$ cat src/rtl/lsu_subword_if.sv
`default_nettype none
// ============================================================================
// Module      : lsu_subword_if
// Description : Bundles the core request/response handshake and the 64-bit
//               data-memory port of the sub-word load/store unit.
//               slave  - the load/store unit side
//               master - the core + memory side (drives requests, mem_rd)
// Ports       : req_valid/req_ready/req_we/req_size/req_unsigned/req_addr/
//               req_wdata  (core request)
//               resp_valid/resp_rdata/resp_err (core response)
//               mem_we/mem_a/mem_wd/mem_rd (data memory)
// Revision    : 1.0 - initial release
// ============================================================================
interface lsu_subword_if #(
  parameter int ADDR_W = 64
);
  logic              req_valid;
  logic              req_ready;
  logic              req_we;
  logic [1:0]        req_size;
  logic              req_unsigned;
  logic [ADDR_W-1:0] req_addr;
  logic [63:0]       req_wdata;
  logic              resp_valid;
  logic [63:0]       resp_rdata;
  logic              resp_err;
  logic              mem_we;
  logic [ADDR_W-1:0] mem_a;
  logic [63:0]       mem_wd;
  logic [63:0]       mem_rd;

  modport slave (
    input  req_valid, req_we, req_size, req_unsigned, req_addr, req_wdata,
    input  mem_rd,
    output req_ready, resp_valid, resp_rdata, resp_err,
    output mem_we, mem_a, mem_wd
  );

  modport master (
    output req_valid, req_we, req_size, req_unsigned, req_addr, req_wdata,
    output mem_rd,
    input  req_ready, resp_valid, resp_rdata, resp_err,
    input  mem_we, mem_a, mem_wd
  );
endinterface
`default_nettype wire

$ cat src/rtl/lsu_subword.sv
`default_nettype none
// ============================================================================
// Module      : lsu_subword
// Description : Load/store unit between the core memory stage and a 64-bit
//               data memory. Byte/half/word loads are extracted from the
//               addressed dword and sign/zero-extended; sub-dword stores are
//               merged by read-modify-write. Misaligned and out-of-range
//               requests are answered with an error and never touch memory.
// Ports       : clk   - clock, rising edge
//               reset - synchronous, active-high
//               bus   - lsu_subword_if.slave (request, response, memory)
// Revision    : 1.0 - initial release
// ============================================================================
module lsu_subword #(
  parameter int MEM_WORDS = 64,
  parameter int ADDR_W    = 64
) (
  input  logic              clk,
  input  logic              reset,
  lsu_subword_if.slave      bus
);

  typedef enum logic [1:0] {
    S_IDLE = 2'd0,
    S_RD   = 2'd1,
    S_WR   = 2'd2,
    S_RESP = 2'd3
  } state_t;

  state_t            state_q;
  logic              we_q;
  logic              uns_q;
  logic [1:0]        size_q;
  logic [ADDR_W-1:0] addr_q;
  logic [63:0]       wdata_q;
  logic [63:0]       mem_wd_q;
  logic              resp_valid_q;
  logic [63:0]       resp_rdata_q;
  logic              resp_err_q;

  logic [5:0]        shamt_d;
  logic [63:0]       lane_d;
  logic [63:0]       ext_d;
  logic [63:0]       mask_d;
  logic [63:0]       merged_d;
  logic              misalign_d;
  logic              oor_d;

  // Load extraction and store merge, both driven from latched request state.
  always_comb begin
    shamt_d = {addr_q[2:0], 3'b000};
    lane_d  = bus.mem_rd >> shamt_d;
    ext_d   = lane_d;
    mask_d  = '1;
    case (size_q)
      2'd0: begin
        ext_d  = {{56{~uns_q & lane_d[7]}}, lane_d[7:0]};
        mask_d = 64'h0000_0000_0000_00FF;
      end
      2'd1: begin
        ext_d  = {{48{~uns_q & lane_d[15]}}, lane_d[15:0]};
        mask_d = 64'h0000_0000_0000_FFFF;
      end
      2'd2: begin
        ext_d  = {{32{~uns_q & lane_d[31]}}, lane_d[31:0]};
        mask_d = 64'h0000_0000_FFFF_FFFF;
      end
      default: begin
        ext_d  = lane_d;
        mask_d = '1;
      end
    endcase
    merged_d = (bus.mem_rd & ~(mask_d << shamt_d)) |
               ((wdata_q & mask_d) << shamt_d);
  end

  // Accept-time error checks on the live request; misalignment has priority
  // but both lead to the same error response.
  always_comb begin
    misalign_d = 1'b0;
    case (bus.req_size)
      2'd0:    misalign_d = 1'b0;
      2'd1:    misalign_d = bus.req_addr[0];
      2'd2:    misalign_d = |bus.req_addr[1:0];
      default: misalign_d = |bus.req_addr[2:0];
    endcase
    oor_d = {3'b000, bus.req_addr[ADDR_W-1:3]} >= ADDR_W'(MEM_WORDS);
  end

  always_ff @(posedge clk) begin
    if (reset) begin
      state_q      <= S_IDLE;
      we_q         <= 1'b0;
      uns_q        <= 1'b0;
      size_q       <= 2'd0;
      addr_q       <= '0;
      wdata_q      <= '0;
      mem_wd_q     <= '0;
      resp_valid_q <= 1'b0;
      resp_rdata_q <= '0;
      resp_err_q   <= 1'b0;
    end else begin
      // Response outputs are single-cycle; they only hold in RESP.
      resp_valid_q <= 1'b0;
      resp_rdata_q <= '0;
      resp_err_q   <= 1'b0;
      case (state_q)
        S_IDLE: begin
          if (bus.req_valid) begin
            we_q    <= bus.req_we;
            uns_q   <= bus.req_unsigned;
            size_q  <= bus.req_size;
            addr_q  <= bus.req_addr;
            wdata_q <= bus.req_wdata;
            if (misalign_d || oor_d) begin
              resp_valid_q <= 1'b1;
              resp_err_q   <= 1'b1;
              state_q      <= S_RESP;
            end else if (bus.req_we && bus.req_size == 2'd3) begin
              mem_wd_q <= bus.req_wdata;
              state_q  <= S_WR;
            end else begin
              state_q <= S_RD;
            end
          end
        end
        S_RD: begin
          if (!we_q) begin
            resp_valid_q <= 1'b1;
            resp_rdata_q <= ext_d;
            state_q      <= S_RESP;
          end else begin
            mem_wd_q <= merged_d;
            state_q  <= S_WR;
          end
        end
        S_WR: begin
          resp_valid_q <= 1'b1;
          state_q      <= S_RESP;
        end
        default: begin
          state_q <= S_IDLE;
        end
      endcase
    end
  end

  assign bus.req_ready  = (state_q == S_IDLE);
  assign bus.resp_valid = resp_valid_q;
  assign bus.resp_rdata = resp_rdata_q;
  assign bus.resp_err   = resp_err_q;
  // Gating with reset guarantees no write lands in a reset cycle.
  assign bus.mem_we     = (state_q == S_WR) && !reset;
  assign bus.mem_wd     = mem_wd_q;
  // Dword index presented as index*4.
  assign bus.mem_a      = (state_q != S_IDLE) ? {1'b0, addr_q[ADDR_W-1:3], 2'b00} : '0;

endmodule
`default_nettype wire
$ cat src/flat_wrapper.sv
// flat-port wrapper written by rule: the top's interface ports become plain ports
module lsu_subword_flat 
#(
  parameter int MEM_WORDS = 64,
  parameter int ADDR_W    = 64
)
  (clk, reset, bus_req_valid, bus_req_we, bus_req_size, bus_req_unsigned, bus_req_addr, bus_req_wdata, bus_mem_rd, bus_req_ready, bus_resp_valid, bus_resp_rdata, bus_resp_err, bus_mem_we, bus_mem_a, bus_mem_wd);
  lsu_subword_if #(.ADDR_W(ADDR_W)) bus_i ();
  input  logic clk;
  input  logic reset;
  input wire logic [$bits(bus_i.req_valid)-1:0] bus_req_valid;
  input wire logic [$bits(bus_i.req_we)-1:0] bus_req_we;
  input wire logic [$bits(bus_i.req_size)-1:0] bus_req_size;
  input wire logic [$bits(bus_i.req_unsigned)-1:0] bus_req_unsigned;
  input wire logic [$bits(bus_i.req_addr)-1:0] bus_req_addr;
  input wire logic [$bits(bus_i.req_wdata)-1:0] bus_req_wdata;
  input wire logic [$bits(bus_i.mem_rd)-1:0] bus_mem_rd;
  output wire logic [$bits(bus_i.req_ready)-1:0] bus_req_ready;
  output wire logic [$bits(bus_i.resp_valid)-1:0] bus_resp_valid;
  output wire logic [$bits(bus_i.resp_rdata)-1:0] bus_resp_rdata;
  output wire logic [$bits(bus_i.resp_err)-1:0] bus_resp_err;
  output wire logic [$bits(bus_i.mem_we)-1:0] bus_mem_we;
  output wire logic [$bits(bus_i.mem_a)-1:0] bus_mem_a;
  output wire logic [$bits(bus_i.mem_wd)-1:0] bus_mem_wd;
  assign bus_i.req_valid = bus_req_valid;
  assign bus_i.req_we = bus_req_we;
  assign bus_i.req_size = bus_req_size;
  assign bus_i.req_unsigned = bus_req_unsigned;
  assign bus_i.req_addr = bus_req_addr;
  assign bus_i.req_wdata = bus_req_wdata;
  assign bus_i.mem_rd = bus_mem_rd;
  assign bus_req_ready = bus_i.req_ready;
  assign bus_resp_valid = bus_i.resp_valid;
  assign bus_resp_rdata = bus_i.resp_rdata;
  assign bus_resp_err = bus_i.resp_err;
  assign bus_mem_we = bus_i.mem_we;
  assign bus_mem_a = bus_i.mem_a;
  assign bus_mem_wd = bus_i.mem_wd;
  lsu_subword #(.MEM_WORDS(MEM_WORDS), .ADDR_W(ADDR_W)) u_core (.clk(clk), .reset(reset), .bus(bus_i));
endmodule
$ cat config.mk
export PLATFORM = sky130hd
export DESIGN_NAME = lsu_subword_flat
export DESIGN_NICKNAME = d
export VERILOG_FILES = /design/src/rtl/lsu_subword_if.sv /design/src/rtl/lsu_subword.sv /design/src/flat_wrapper.sv
export SDC_FILE = /design/constraint.sdc
export NUM_CORES = 1
export LEC_CHECK = 0
export ABC_AREA = 1
export CORE_MARGIN = 2
export CORE_UTILIZATION = 49
export CTS_CLUSTER_DIAMETER = 60
export DETAILED_ROUTE_END_ITERATION = 16
export HOLD_SLACK_MARGIN = 0.12
export PLACE_DENSITY = 0.81
export SLEW_MARGIN = 30
export SYNTH_ARGS = -nofsm -noshare
export SYNTH_HDL_FRONTEND = slang
export SYNTH_SLANG_ARGS = --single-unit
$ cat constraint.sdc
create_clock -name clk -period 2.5 [get_ports clk]
set_clock_uncertainty 0.15 [all_clocks]
set_input_delay 0.5 -clock clk [delete_from_list [all_inputs] [get_ports clk]]
set_output_delay 0.5 -clock clk [all_outputs]
set_load 0.02 [all_outputs]
==> metrics.txt <==
outcome completed; Placement Setup Slack -0.214 ns; slack of the critical path 0.0295 ns; Total Wirelength 65200 um; Post-synth EDFFs 0; sequential power share 25.8%; area of the multi-input gates 0.00784 mm^2; Setup CP Type reg -> out; Chip Height 177 um; RSZ-0062 raised after global routing yes; initial core utilization 49.8%; Worst-Margin Slew 0.753 ns; antenna-violating nets left 0; worst-case clock buffer depth 3; gr usage total 39.9%; GPL Wtd Cong 1.01; Setup violations, final 0; vias in the first global route 16400; Vias 18000; commonest cells in the netlist nor2_1 (469), nand2_1 (466), dfxtp_1 (264), nand3_1 (237), inv_1 (232); switching power 10.6 mW; filler-free cell count of the finished design 3167; Int Power 12.8 mW; CP peak stage delay 0.36 ns; share of layout cells above drive strength 1 9.87%; Inserted Diodes 0; Synth cell types 39; Ports 395; max_cap viols 0; Worst Path Required 1.85 ns; router iterations before antenna repair 9; final hold vios 0; die width 177 um; HPWL Detailed 48900 um; Area growth, synth to finish 37.4%; Leak 8.95 nW; top-count cell post-synth nor2_1; ranking of synthesized cells by area dfxtp_1 (36%), nor2_1 (12%), nand2_1 (12%), nand3_1 (8.0%), o21ai_0 (6.9%); most frequent CP cell buf_4; Critical Path End Type primary output; initial antenna violation count 0; placed cells 3108; Root Buffer clkbuf_16; GR Util met2 64.2%; PortBufs 391; PD cells 1150 mW/mm^2; Clk pwr share 20.7%; maximum VDD drop 593 uV; Global Route met3 Usage 7.13%; largest net degree at the start of global routing 123; Primary FF master, synth dfxtp_1; register area 0.00530 mm^2; placed cell areas 0.0193 mm^2; FP Rows 63; Crit path arrival time 1.82 ns; crit path max-delay cell type dfxtp_4; cell taking the most area after synthesis dfxtp_1; Relative slew margins 49.7%; met1 usage 52.0%; worst hold slack 0.299 ns; fmax 0.405 GHz; synthesis warning total 0; drt first-iter violations 2605; Vias/cell 5.69; nets@finish 2957; count of state elements after synthesis 264; switch share 45.4%; fin crit share 98.8%; drt wl/cell 20.6 um; Synth Instances 2409; Hold Crit Class reg -> reg; final critical-path required period 2.47 ns; design area 0.0203 mm^2; drt drc 0; first-pass GRT wire length 96300 um; synthesized cell area 0.0147 mm^2; crit start category flop; Max Slew Vio Count 0; Mean Syn Cell Area 6.12 um^2; grt total ovfl 0; CORE AREA 0.0296 mm^2; CTS tree done; TritonCTS Buffers 31; delay-heaviest family, CP buffers and inverters; clk slew on worst S/H paths 0.06 ns; Die ar. 0.0315 mm^2; H-tree depth 1; WP buf/inv 4; critical path, cell by cell inv_1, ha_4, buf_6, buf_4, nor2_1, buf_4; clk sinks 264; Fin Setup TNS 0 ns; Fill cells 2617; Gate power share 53.5%; GRT busiest layer met2; Crit Path Max Fanout 7; Yosys top cell area share 35.8%; Worst-Skew Late Latency 0.57 ns; async set or reset register ratio after synthesis 0%; sequential element share of the synthesized area 35.8%
worst paths after layout:
check | start | end | slack (ns) | cells after the start
worst max-delay path | u_core.state_q[1]$_SDFFE_PP0P_ | bus_mem_a[47] | 0.03 | 6
worst max register to register | u_core.size_q[1]$_SDFFE_PP0P_ | u_core.bus.mem_wd[59]$_SDFFE_PP0P_ | 0.13 | 11
worst min-delay path | u_core.addr_q[14]$_SDFFE_PP0P_ | u_core.addr_q[14]$_SDFFE_PP0P_ | 0.30 | 2
worst min register to register | u_core.addr_q[14]$_SDFFE_PP0P_ | u_core.addr_q[14]$_SDFFE_PP0P_ | 0.30 | 2
cell usage in the layout (no fill, tap or decap), types with 4 or more instances in the layout:
master | Yosys | routed
bufinv_16 | 0 | 5
clkbuf_1 | 89 | 5
nand2_2 | 4 | 4
o21ai_1 | 50 | 50
clkbuf_8 | 0 | 6
clkbuf_2 | 0 | 20
clkdlybuf4s15_2 | 0 | 9
buf_12 | 0 | 18
nand4_1 | 7 | 7
dlygate4sd2_1 | 0 | 4
mux2i_1 | 5 | 5
o22ai_1 | 16 | 16
clkinv_2 | 0 | 5
buf_6 | 6 | 8
a21oi_1 | 176 | 175
dfxtp_1 | 264 | 259
nor2_2 | 3 | 12
a211oi_1 | 6 | 6
inv_2 | 10 | 10
buf_2 | 44 | 15
o21ai_0 | 204 | 204
nand3_1 | 237 | 237
or2_2 | 33 | 33
nor2_1 | 469 | 460
nor3_1 | 8 | 8
clkbuf_16 | 0 | 31
nand3b_1 | 9 | 9
o211ai_1 | 15 | 15
inv_1 | 232 | 232
clkdlybuf4s50_1 | 0 | 328
o31ai_1 | 5 | 5
buf_4 | 9 | 78
nand2_1 | 466 | 465
layout make-up:
class                   count  area share (%)
clock buffers              42            4.33
flip-flops and latches    264            26.1
multi-input cells        1733            38.7
well taps                 390            2.41
clock inverters            14            1.03
repair buffers            480            22.9
inverters                 244            4.53
flip-flops by register name, indices dropped and copies added (netlist names):
| signal | flops |
|---|---|
| u_core.addr_q | 64 |
| u_core.bus.mem_wd | 64 |
| u_core.bus.resp_rdata | 64 |
| u_core.wdata_q | 64 |
| u_core.size_q | 2 |
| u_core.state_q | 2 |
| u_core.bus.resp_err | 1 |
| u_core.bus.resp_valid | 1 |
| u_core.uns_q | 1 |
| u_core.we_q | 1 |
worst register-to-register path, delay by kind of cell (launching register included):
kind	cells	cell delay [ns]
flip-flops	1	0.32
buffers and inverters	1	0.07
AO/OA/AOI/OAI	1	0.21
AND/OR/NAND/NOR	9	1.56
routing by layer:
metal  routed length (um)  vias to the layer above  part of all wire, %
met5                    0                        -                    0
met2                29100                     1232                   45
met4                 3370                        0                  5.2
li1                     -                     8372                    -
met3                 7010                      202                   11
met1                25700                     8213                   39
power groups by stage:
stage | clock, mW | combinational (mW) | sequential, mW
2_1_floorplan | 0 | 6.65 | 6.57
3_3_place_gp | 0 | 12.0 | 6.03
3_5_place_dp | 0 | 12.1 | 6.06
4_1_cts | 4.84 | 12.2 | 5.98
5_1_grt | 5.00 | 13.4 | 6.11
6_report | 4.84 | 12.5 | 6.02
metrics by stage:
step	util, %	power, mW
after global routing	68.3	24.5
after floorplan	-	13.2
after global placement	65.0	18.0
final	68.3	23.4
after CTS	68.5	23.0
after detailed placement	65.0	18.2
repair_timing:
item                       in CTS  in global routing
gates resized for setup       189                 61
hold buffers                    0                  0
setup buffers                   3                  0
setup endpoints to repair      74                 44
pin swaps                       1                  1
cells by family after synthesis:
logic type / share of synthesized area (%)
AND/OR/NAND/NOR: 35.0
AO/OA/AOI/OAI: 17.0
buffers and inverters: 11.4
flip-flops: 35.8
multiplexers: 0.339
adder cells (fa/ha/maj): 0.339
other: 0.0254
No activity file was read; power rests on OpenSTA's default activity.
